### src/rtl/reg_view_scan.sv
// Register-file viewer: captures one sccomp register at a time (auto sweep or manual pick)
// and scans the latched 32-bit value onto an 8-digit active-low seven-segment display.
module reg_view_scan #(
    parameter int DWELL    = 50000000,
    parameter int SCAN_DIV = 100000
) (
    input  logic        clk,
    input  logic        rstn,
    input  logic        auto_mode,
    input  logic [4:0]  sw_sel,
    input  logic        freeze,
    input  logic [31:0] reg_data,
    output logic [4:0]  reg_sel,
    output logic [31:0] shown_data,
    output logic [4:0]  shown_idx,
    output logic        cap_valid,
    output logic [7:0]  disp_an,
    output logic [7:0]  disp_seg
);

    localparam int DW = (DWELL > 1) ? $clog2(DWELL) : 1;
    localparam int SW = (SCAN_DIV > 1) ? $clog2(SCAN_DIV) : 1;
    localparam logic [DW-1:0] DWELL_LAST = DW'(DWELL - 1);
    localparam logic [SW-1:0] DIV_LAST   = SW'(SCAN_DIV - 1);

    typedef enum logic [1:0] {
        ST_SEL     = 2'd0,
        ST_SETTLE  = 2'd1,
        ST_CAPTURE = 2'd2,
        ST_HOLD    = 2'd3
    } state_t;

    state_t         state_r;
    logic [4:0]     reg_sel_r;
    logic [31:0]    shown_data_r;
    logic [4:0]     shown_idx_r;
    logic           cap_valid_r;
    logic [DW-1:0]  dwell_cnt_r;
    logic [SW-1:0]  div_cnt_r;
    logic [2:0]     digit_r;
    logic [7:0]     disp_an_r;
    logic [7:0]     disp_seg_r;
    logic [4:0]     next_idx_s;
    logic           manual_jump_s;
    logic           dwell_done_s;
    logic [3:0]     nibble_s;

    // Active-low seven-segment pattern {dp,g,f,e,d,c,b,a}; dp is kept dark.
    function automatic logic [7:0] hex_to_seg(input logic [3:0] nib);
        logic [7:0] seg;
        case (nib)
            4'h0:    seg = 8'hC0;
            4'h1:    seg = 8'hF9;
            4'h2:    seg = 8'hA4;
            4'h3:    seg = 8'hB0;
            4'h4:    seg = 8'h99;
            4'h5:    seg = 8'h92;
            4'h6:    seg = 8'h82;
            4'h7:    seg = 8'hF8;
            4'h8:    seg = 8'h80;
            4'h9:    seg = 8'h90;
            4'hA:    seg = 8'h88;
            4'hB:    seg = 8'h83;
            4'hC:    seg = 8'hC6;
            4'hD:    seg = 8'hA1;
            4'hE:    seg = 8'h86;
            4'hF:    seg = 8'h8E;
            default: seg = 8'hFF;
        endcase
        return seg;
    endfunction

    // HOLD-exit decisions: next index to select, and whether a manual re-pick bypasses the dwell.
    always_comb begin
        next_idx_s    = sw_sel;
        manual_jump_s = 1'b0;
        dwell_done_s  = (dwell_cnt_r == DWELL_LAST);
        if (auto_mode) begin
            next_idx_s    = reg_sel_r + 5'd1;
            manual_jump_s = 1'b0;
        end else begin
            next_idx_s    = sw_sel;
            manual_jump_s = (sw_sel != reg_sel_r);
        end
    end

    // Capture FSM: select, settle, capture, then dwell (or jump) before the next selection.
    always_ff @(posedge clk or negedge rstn) begin
        if (!rstn) begin
            state_r      <= ST_SEL;
            reg_sel_r    <= 5'd0;
            shown_data_r <= 32'd0;
            shown_idx_r  <= 5'd0;
            cap_valid_r  <= 1'b0;
            dwell_cnt_r  <= '0;
        end else begin
            cap_valid_r <= 1'b0;
            case (state_r)
                ST_SEL: begin
                    state_r <= ST_SETTLE;
                end
                ST_SETTLE: begin
                    state_r <= ST_CAPTURE;
                end
                ST_CAPTURE: begin
                    shown_data_r <= reg_data;
                    shown_idx_r  <= reg_sel_r;
                    cap_valid_r  <= 1'b1;
                    dwell_cnt_r  <= '0;
                    state_r      <= ST_HOLD;
                end
                ST_HOLD: begin
                    // freeze pins both the dwell count and the selection
                    if (freeze) begin
                        state_r <= ST_HOLD;
                    end else if (manual_jump_s || dwell_done_s) begin
                        reg_sel_r <= next_idx_s;
                        state_r   <= ST_SEL;
                    end else begin
                        dwell_cnt_r <= dwell_cnt_r + {{(DW-1){1'b0}}, 1'b1};
                    end
                end
                default: begin
                    state_r <= ST_SEL;
                end
            endcase
        end
    end

    // Pick the nibble of the latched value belonging to the active digit.
    always_comb begin
        nibble_s = 4'h0;
        case (digit_r)
            3'd0:    nibble_s = shown_data_r[3:0];
            3'd1:    nibble_s = shown_data_r[7:4];
            3'd2:    nibble_s = shown_data_r[11:8];
            3'd3:    nibble_s = shown_data_r[15:12];
            3'd4:    nibble_s = shown_data_r[19:16];
            3'd5:    nibble_s = shown_data_r[23:20];
            3'd6:    nibble_s = shown_data_r[27:24];
            3'd7:    nibble_s = shown_data_r[31:28];
            default: nibble_s = 4'h0;
        endcase
    end

    // Free-running digit scan divider; runs regardless of the capture FSM or freeze.
    always_ff @(posedge clk or negedge rstn) begin
        if (!rstn) begin
            div_cnt_r <= '0;
            digit_r   <= 3'd0;
        end else if (div_cnt_r == DIV_LAST) begin
            div_cnt_r <= '0;
            digit_r   <= digit_r + 3'd1;
        end else begin
            div_cnt_r <= div_cnt_r + {{(SW-1){1'b0}}, 1'b1};
        end
    end

    // Registered digit enable and segment drive for the active digit.
    always_ff @(posedge clk or negedge rstn) begin
        if (!rstn) begin
            disp_an_r  <= 8'hFE;
            disp_seg_r <= 8'hC0;
        end else begin
            disp_an_r  <= ~(8'h01 << digit_r);
            disp_seg_r <= hex_to_seg(nibble_s);
        end
    end

    assign reg_sel    = reg_sel_r;
    assign shown_data = shown_data_r;
    assign shown_idx  = shown_idx_r;
    assign cap_valid  = cap_valid_r;
    assign disp_an    = disp_an_r;
    assign disp_seg   = disp_seg_r;

endmodule

### config.mk
export PLATFORM = sky130hd
export DESIGN_NAME = reg_view_scan
export DESIGN_NICKNAME = d
export VERILOG_FILES = /design/src/rtl/reg_view_scan.sv
export SDC_FILE = /design/constraint.sdc
export NUM_CORES = 1
export LEC_CHECK = 0
export BUFFER_PORTS_ARGS = -buffer_cell sky130_fd_sc_hd__buf_2
export CAP_MARGIN = 20
export CORE_MARGIN = 8
export CORE_UTILIZATION = 55
export DETAILED_ROUTE_END_ITERATION = 10
export PLACE_DENSITY = 0.89
export SLEW_MARGIN = 30
export SYNTH_ARGS = -nofsm -noshare
export SYNTH_HDL_FRONTEND = slang
export SYNTH_SLANG_ARGS = --single-unit
### constraint.sdc
create_clock -name clk -period 4.3 [get_ports clk]
set_input_delay 0.215 -clock clk [delete_from_list [all_inputs] [get_ports clk]]
set_output_delay 0.215 -clock clk [all_outputs]
set_load 0.02 [all_outputs]
==> results of run 1 <==
per-stage QoR:
stage                     total power (W)  area [um2]    util  std cells
after floorplan                  0.002277        5435       -        577
after global placement           0.002681        5962  0.6156        780
after detailed placement         0.002743        5962  0.6156        780
after CTS                        0.003388        6178  0.6380        797
after global routing             0.003574        6186  0.6388        797
final                            0.003380        6186  0.6388        797
registers in the layout, summed over array words and instances (netlist names):
register     cells
cap_valid        1
digit_r          3
disp_an          8
disp_seg         7
div_cnt_r       17
dwell_cnt_r     26
reg_sel          5
shown_data      32
shown_idx        5
state_r          2
power breakdown:
group | leakage [nW] | switching [W] | internal [W]
clock network | 0.104 | 0.000364 | 0.000281
registers | 1.36 | 0.000227 | 0.00123
logic | 1.53 | 0.000846 | 0.000428
total | 2.99 | 0.00144 | 0.00194
kinds of logic (layout without fill, tap and decap cells):
| family | after synthesis | count (layout) | share of synthesized area |
|---|---|---|---|
| buf+inv | 56 | 143 | 0.04581 |
| simple gates | 264 | 264 | 0.2330 |
| xor+xnor | 22 | 22 | 0.03545 |
| compound gates | 95 | 95 | 0.1255 |
| fa+ha+maj | 15 | 15 | 0.03453 |
| flops | 106 | 106 | 0.4899 |
| other cells | 1 | 1 | 0.0006899 |
| mux | 18 | 18 | 0.03522 |
cells in the final DEF (no fill, tap or decap), types with 13 or more instances in the layout:
cell     instances
buf_2           97
a31oi_1         27
nand4_1         20
xnor2_1         13
dfrtp_1         98
nand3_1         27
nor2_1          23
inv_1           25
nand2_1        136
ha_1            15
routing by layer:
metal	routed length, um	part of all wire	GRT usage	vias up
li1	-	-	-	2209
met2	6698	0.49	0.3477	219
met1	5537	0.41	0.2505	2318
met5	0	0	0	-
met3	1217	0.089	0.04534	26
met4	212	0.016	0.06567	0
path summary, 6_finish.rpt:
check	start	end	slack [ps]	depth (start not counted)
min in group asynchronous	rstn	shown_data[14]	450	2
worst min register to register	shown_idx[1]	shown_idx[1]	480	2
max in group asynchronous	rstn	reg_sel[2]	2780	3
worst min-delay path	reg_data[18]	shown_data[18]	30	3
worst max-delay path	digit_r[2]	disp_seg[4]	1020	9
worst max register to register	digit_r[2]	disp_seg[4]	1020	9
cell usage after synthesis (3+ instances only):
cell and count:
nand2_1 136, dfrtp_1 98, a31oi_1 27, nand3_1 27, inv_1 25, nor2_1 23
nand4_1 20, clkbuf_1 17, ha_1 15, xnor2_1 13, and3_1 12, mux2i_1 12
o21ai_0 12, xor2_1 9, dfstp_2 8, nor4_1 7, a21oi_1 5, a22oi_1 5
a41oi_1 5, buf_4 5, mux2_2 5, nor3_1 5, buf_2 4, nand2b_1 4
o211ai_1 4, o221ai_1 4, o32ai_1 4, a2111oi_0 3, a211oi_1 3, nand3b_1 3
nor2b_1 3, o2bb2ai_1 3, or2_2 3, or3_1 3
worst register-to-register path: stages (launching register included):
cell and delay (ps):
dfrtp_1 740, inv_1 210, ha_1 310, a22oi_1 230
nand4_1 120, o32ai_1 730, inv_1 230, ha_1 260
mux2_2 250, o21ai_0 130
area by class of cell:
type                       count  share of cell area
clock buffer                   9             0.02002
clock inverter                 7             0.01335
inverter                      26             0.01578
multi-input combinational    415              0.4098
sequential                   106              0.4304
tap                          133             0.02690
timing repair buffer         101             0.08374
==> impl_metrics.py, run 1 <==
metrics = {
    "outcome": {
        "outcome": "finished, final reports clean",
    },
    "logic_synthesis": {
        "syn_area_mm2": 0.005435,
        "synth_edf_count": 0,
        "synth_area_per_cell_um2": 9.420,
        "seq_area_frac_synth": 0.4899,
        "synth.area.top_cells": "dfrtp_1 (45%), nand2_1 (9.4%), dfstp_2 (3.9%), ha_1 (3.5%), a31oi_1 (3.1%)",
        "async_flop_share": 1.000,
        "ys_ff_latch": 106,
        "yosys_warnings": 0,
        "synth_area_leader_cell": "dfrtp_1",
        "synth_cell_types": 66,
        "synth_ff_type": "dfrtp_1",
        "synth.top_cell.area_share": 0.4512,
        "synth_fp_nets": 633,
        "syn_inst": 577,
    },
    "critical_path": {
        "cp-end-kind": "flip-flop",
        "critical_path.max_fanout": 21,
        "arrival_ps": 3580,
        "critPathLaunchType": "flip-flop",
        "worstPathRequired_ps": 4600,
        "path_buf_inv": 2,
        "path_cells": "inv_1 -> ha_1 -> a22oi_1 -> nand4_1 -> o32ai_1 -> inv_1 -> ha_1 -> mux2_2 -> o21ai_0",
        "critPathSlowestCell": "dfrtp_1",
        "critical_path.top_delay_family": "compound AO/OA/AOI/OAI gates",
        "crit_type": "flip-flop to flip-flop",
        "slowest_delay_ps": 740,
    },
    "timing": {
        "finalCritPeriodShare": 0.7628,
        "tightest_slew_ps": 960.9,
        "timing.hold.ws_ps": 26.05,
        "max_freq_mhz": 304.9,
        "rsz0062_at_grt": "false",
        "finalCriticalPeriod_ps": 3280,
        "slew_headroom": 0.3594,
        "hold_violations": 0,
        "worst_slack_ps": 1020,
        "tns_ps": 0,
        "fin_skew_ps": 13.65,
        "slew_viol_final": 0,
        "setup_violations": 0,
    },
    "grt": {
        "antenna_found_initial": 0,
        "grt_max_degree": 64,
        "first_global_vias": 4611,
        "grt_pass1_wl_um": 22030,
        "grtUsageTotal": 0.2037,
        "grt.overflow.total": 0,
    },
    "cts": {
        "clk_pin_slew_worst_paths_ps": 110,
        "root_buffer": "clkbuf_8",
        "tritoncts": "done",
        "worstSkewPairLatency_ps": 370,
        "postCtsSetupRepairBufs": 0,
        "ctsResizeCount": 0,
        "numCtsBuffers": 9,
        "cts.htree.levels": 3,
        "ctsHoldBuffers": 1,
        "cts.sinks": 106,
        "cts_max_path_buffers": 2,
    },
    "die": {
        "die_w_um": 115.4,
        "core_mm2": 0.009684,
        "rows": 36,
        "start_util": 0.5612,
        "top_level_ports": 100,
        "die_y_um": 115.4,
        "die_area_mm2": 0.01332,
    },
    "placed_design": {
        "dp_hpwl_um": 9747,
        "gp_congestion": 0.9199,
        "portBuffers": 98,
        "dp_slack_ps": 1121,
    },
    "pwr": {
        "ir_worst_vdd_v": 0.0003091,
        "leakagePower_nw": 2.988,
        "powerDensity_mw_per_mm2": 546.4,
    },
    "job": {
        "cap_violations": 0,
    },
    "route": {
        "vias": 4772,
        "final_antenna_net_count": 0,
        "drt-initial-drc-count": 476,
        "drt_pass1_iterations": 7,
        "drc": 0,
        "wire_per_inst_um": 17.15,
        "vias_per_cell": 5.987,
        "wl_um": 13670,
    },
    "final_layout": {
        "multi_input_area_mm2": 0.002535,
        "antenna_cells": 0,
        "fill_cells": 747,
        "area_delta_synth_final_pct": 13.81,
        "sequential_cell_area_mm2": 0.002663,
        "final_nets": 715,
        "drive_gt1_frac": 0.2229,
    },
    "hold_path": {
        "min_path_type": "input port to flip-flop",
    },
}
No activity file was read; power rests on OpenSTA's default activity.
==> run 2, diff against run 1 <==
--- a/config.mk
+++ b/config.mk
@@ -8,9 +8,9 @@
 export BUFFER_PORTS_ARGS = -buffer_cell sky130_fd_sc_hd__buf_2
 export CAP_MARGIN = 20
 export CORE_MARGIN = 8
-export CORE_UTILIZATION = 55
+export CORE_UTILIZATION = 51
 export DETAILED_ROUTE_END_ITERATION = 10
-export PLACE_DENSITY = 0.89
+export PLACE_DENSITY = 0.87
 export SLEW_MARGIN = 30
 export SYNTH_ARGS = -nofsm -noshare
 export SYNTH_HDL_FRONTEND = slang
==> constraint.sdc (replaced) <==
create_clock -name clk -period 2.9 [get_ports clk]
set_input_delay 0.145 -clock clk [delete_from_list [all_inputs] [get_ports clk]]
set_output_delay 0.145 -clock clk [all_outputs]
set_load 0.02 [all_outputs]
==> run 2 against run 1 <==
Net effect:
- largest power group unchanged
- register-to-register slack got worse by 810 ps
- maximum frequency grew 22%
- final cell count increased by 5.3%
- critical path depth is 1 lower
- global-route usage up 1.8 points
- non-clock buffer count up 38
==> impl_metrics.py, run 2 (synthesis results as in run 1) <==
metrics = {
    "critical_path": {
        "cp-end-kind": "flip-flop",
        "crit_type": "flip-flop to flip-flop",
        "critPathLaunchType": "flip-flop",
        "worstPathRequired_ps": 3150,
        "critical_path.max_fanout": 12,
        "arrival_ps": 2940,
    },
    "timing": {
        "tns_ps": 0,
        "slew_viol_final": 0,
        "slew_headroom": 0.5312,
        "finalCriticalPeriod_ps": 2693,
        "rsz0062_at_grt": "false",
        "fin_skew_ps": 9.558,
        "setup_violations": 0,
        "tightest_slew_ps": 703.2,
        "finalCritPeriodShare": 0.9285,
        "hold_violations": 0,
        "max_freq_mhz": 371.4,
    },
    "grt": {
        "grt_max_degree": 57,
        "grt_pass1_wl_um": 26140,
        "antenna_found_initial": 1,
        "grt.overflow.total": 0,
        "grtUsageTotal": 0.2220,
        "first_global_vias": 5269,
    },
    "cts": {
        "ctsResizeCount": 0,
        "clk_pin_slew_worst_paths_ps": 100,
        "cts.htree.levels": 3,
        "cts.sinks": 106,
        "numCtsBuffers": 9,
        "root_buffer": "clkbuf_8",
        "cts_max_path_buffers": 2,
        "worstSkewPairLatency_ps": 370,
        "tritoncts": "done",
    },
    "die": {
        "die_w_um": 119.2,
        "core_mm2": 0.01032,
        "top_level_ports": 100,
        "rows": 37,
        "die_y_um": 119.2,
        "die_area_mm2": 0.01422,
        "start_util": 0.5265,
    },
    "pwr": {
        "ir_worst_vdd_v": 0.0004785,
        "leakagePower_nw": 3.130,
        "powerDensity_mw_per_mm2": 778.0,
    },
    "route": {
        "wire_per_inst_um": 18.57,
        "vias": 5033,
        "drc": 0,
        "vias_per_cell": 5.999,
        "final_antenna_net_count": 0,
        "drt-initial-drc-count": 492,
        "drt_pass1_iterations": 5,
        "wl_um": 15580,
    },
    "hold_path": {
        "min_path_type": "input port to flip-flop",
    },
    "job": {
        "cap_violations": 0,
    },
    "placed_design": {
        "portBuffers": 98,
        "gp_congestion": 0.9093,
        "dp.cells": 791,
        "dp_hpwl_um": 10560,
        "placed_area_mm2": 0.006022,
    },
    "final_layout": {
        "mostFrequentLayoutCells": "nand2_1 (136), dfrtp_1 (98), buf_2 (97)",
        "final_common_cell": "nand2_1",
        "largest_reg_flops": 32,
        "fill_cells": 782,
        "final_area_mm2": 0.006524,
        "drive_gt1_frac": 0.2194,
        "area_delta_synth_final_pct": 20.03,
        "final_nets": 753,
        "fin_cells": 839,
    },
    "outcome": {
        "outcome": "finished, final reports clean",
    },
}
## run 2: cell types whose count changed in the layout (fill, tap and decap cells not counted), sizes merged
cell and change:
buf +8, clkinv +2, dlygate4sd3 +30, diode +1, clkinvlp +2, bufinv -1
clkbuf +1, inv -4
## run 2: layout make-up
class / instances / area, um2 / share of cell area
antenna: 1 / 2.502 / 0.0003836
clock inverter: 6 / 51.30 / 0.007863
inverter: 26 / 97.59 / 0.01496
tap: 136 / 170.2 / 0.02608
multi-input combinational: 415 / 2524 / 0.3868
clock buffer: 10 / 137.6 / 0.02110
timing repair buffer: 139 / 878.3 / 0.1346
sequential: 106 / 2663 / 0.4081
## run 2: timing repair
item	4_1_cts	5_1_grt
setup endpoints to repair	0	0
hold buffers	31	0
setup buffers	0	0
endpoints found under the hold margin	80	0
## run 2: per-layer routing
metal | wire (um) | GRT usage | vias to the layer above | part of all wire
li1 | - | - | 2271 | -
met1 | 5888 | 0.2513 | 2431 | 0.38
met2 | 7767 | 0.3762 | 274 | 0.50
met3 | 1325 | 0.06660 | 57 | 0.085
met4 | 596 | 0.1075 | 0 | 0.038
met5 | 0 | 0 | - | 0
## run 2: final timing paths
| kind | from | end | cells after the start | slack, ps |
|---|---|---|---|---|
| min | reg_data[31] | shown_data[31] | 3 | 8 |
| max in group asynchronous | rstn | disp_an[5] | 3 | 1750 |
| max reg2reg | digit_r[1] | disp_seg[5] | 8 | 210 |
| min reg2reg | shown_idx[0] | shown_idx[0] | 2 | 490 |
| max | digit_r[1] | disp_seg[5] | 8 | 210 |
| min in group asynchronous | rstn | shown_data[13] | 2 | 360 |
## run 2: per-stage QoR
step	util	hold WS (ps)	worst slack, ps	power (W)
global placement	0.5833	224.0	486.3	0.004014
detailed placement	0.5833	231.3	257.2	0.004127
CTS	0.6317	3.258	253.0	0.005015
global route	0.6319	8.905	10.62	0.005359
floorplan	-	-150.6	180.6	0.003377
finish	0.6319	8.345	207.4	0.005075
## run 2: critical path, stage by stage, from the launching register on
cell	delay (ps)
dfrtp_1	470
inv_1	100
ha_1	320
or3_1	490
o22ai_1	500
inv_1	150
ha_1	270
mux2i_1	180
o2bb2ai_1	100
## run 2: where the power goes
group / switching (W) / total [W] / leakage (nW) / internal [W]
Combinational: 0.00134 / 0.00203 / 1.69 / 0.000688
Clock: 0.000527 / 0.000872 / 0.0866 / 0.000345
Sequential: 0.000348 / 0.00218 / 1.36 / 0.00183
Total: 0.00221 / 0.00508 / 3.13 / 0.00286
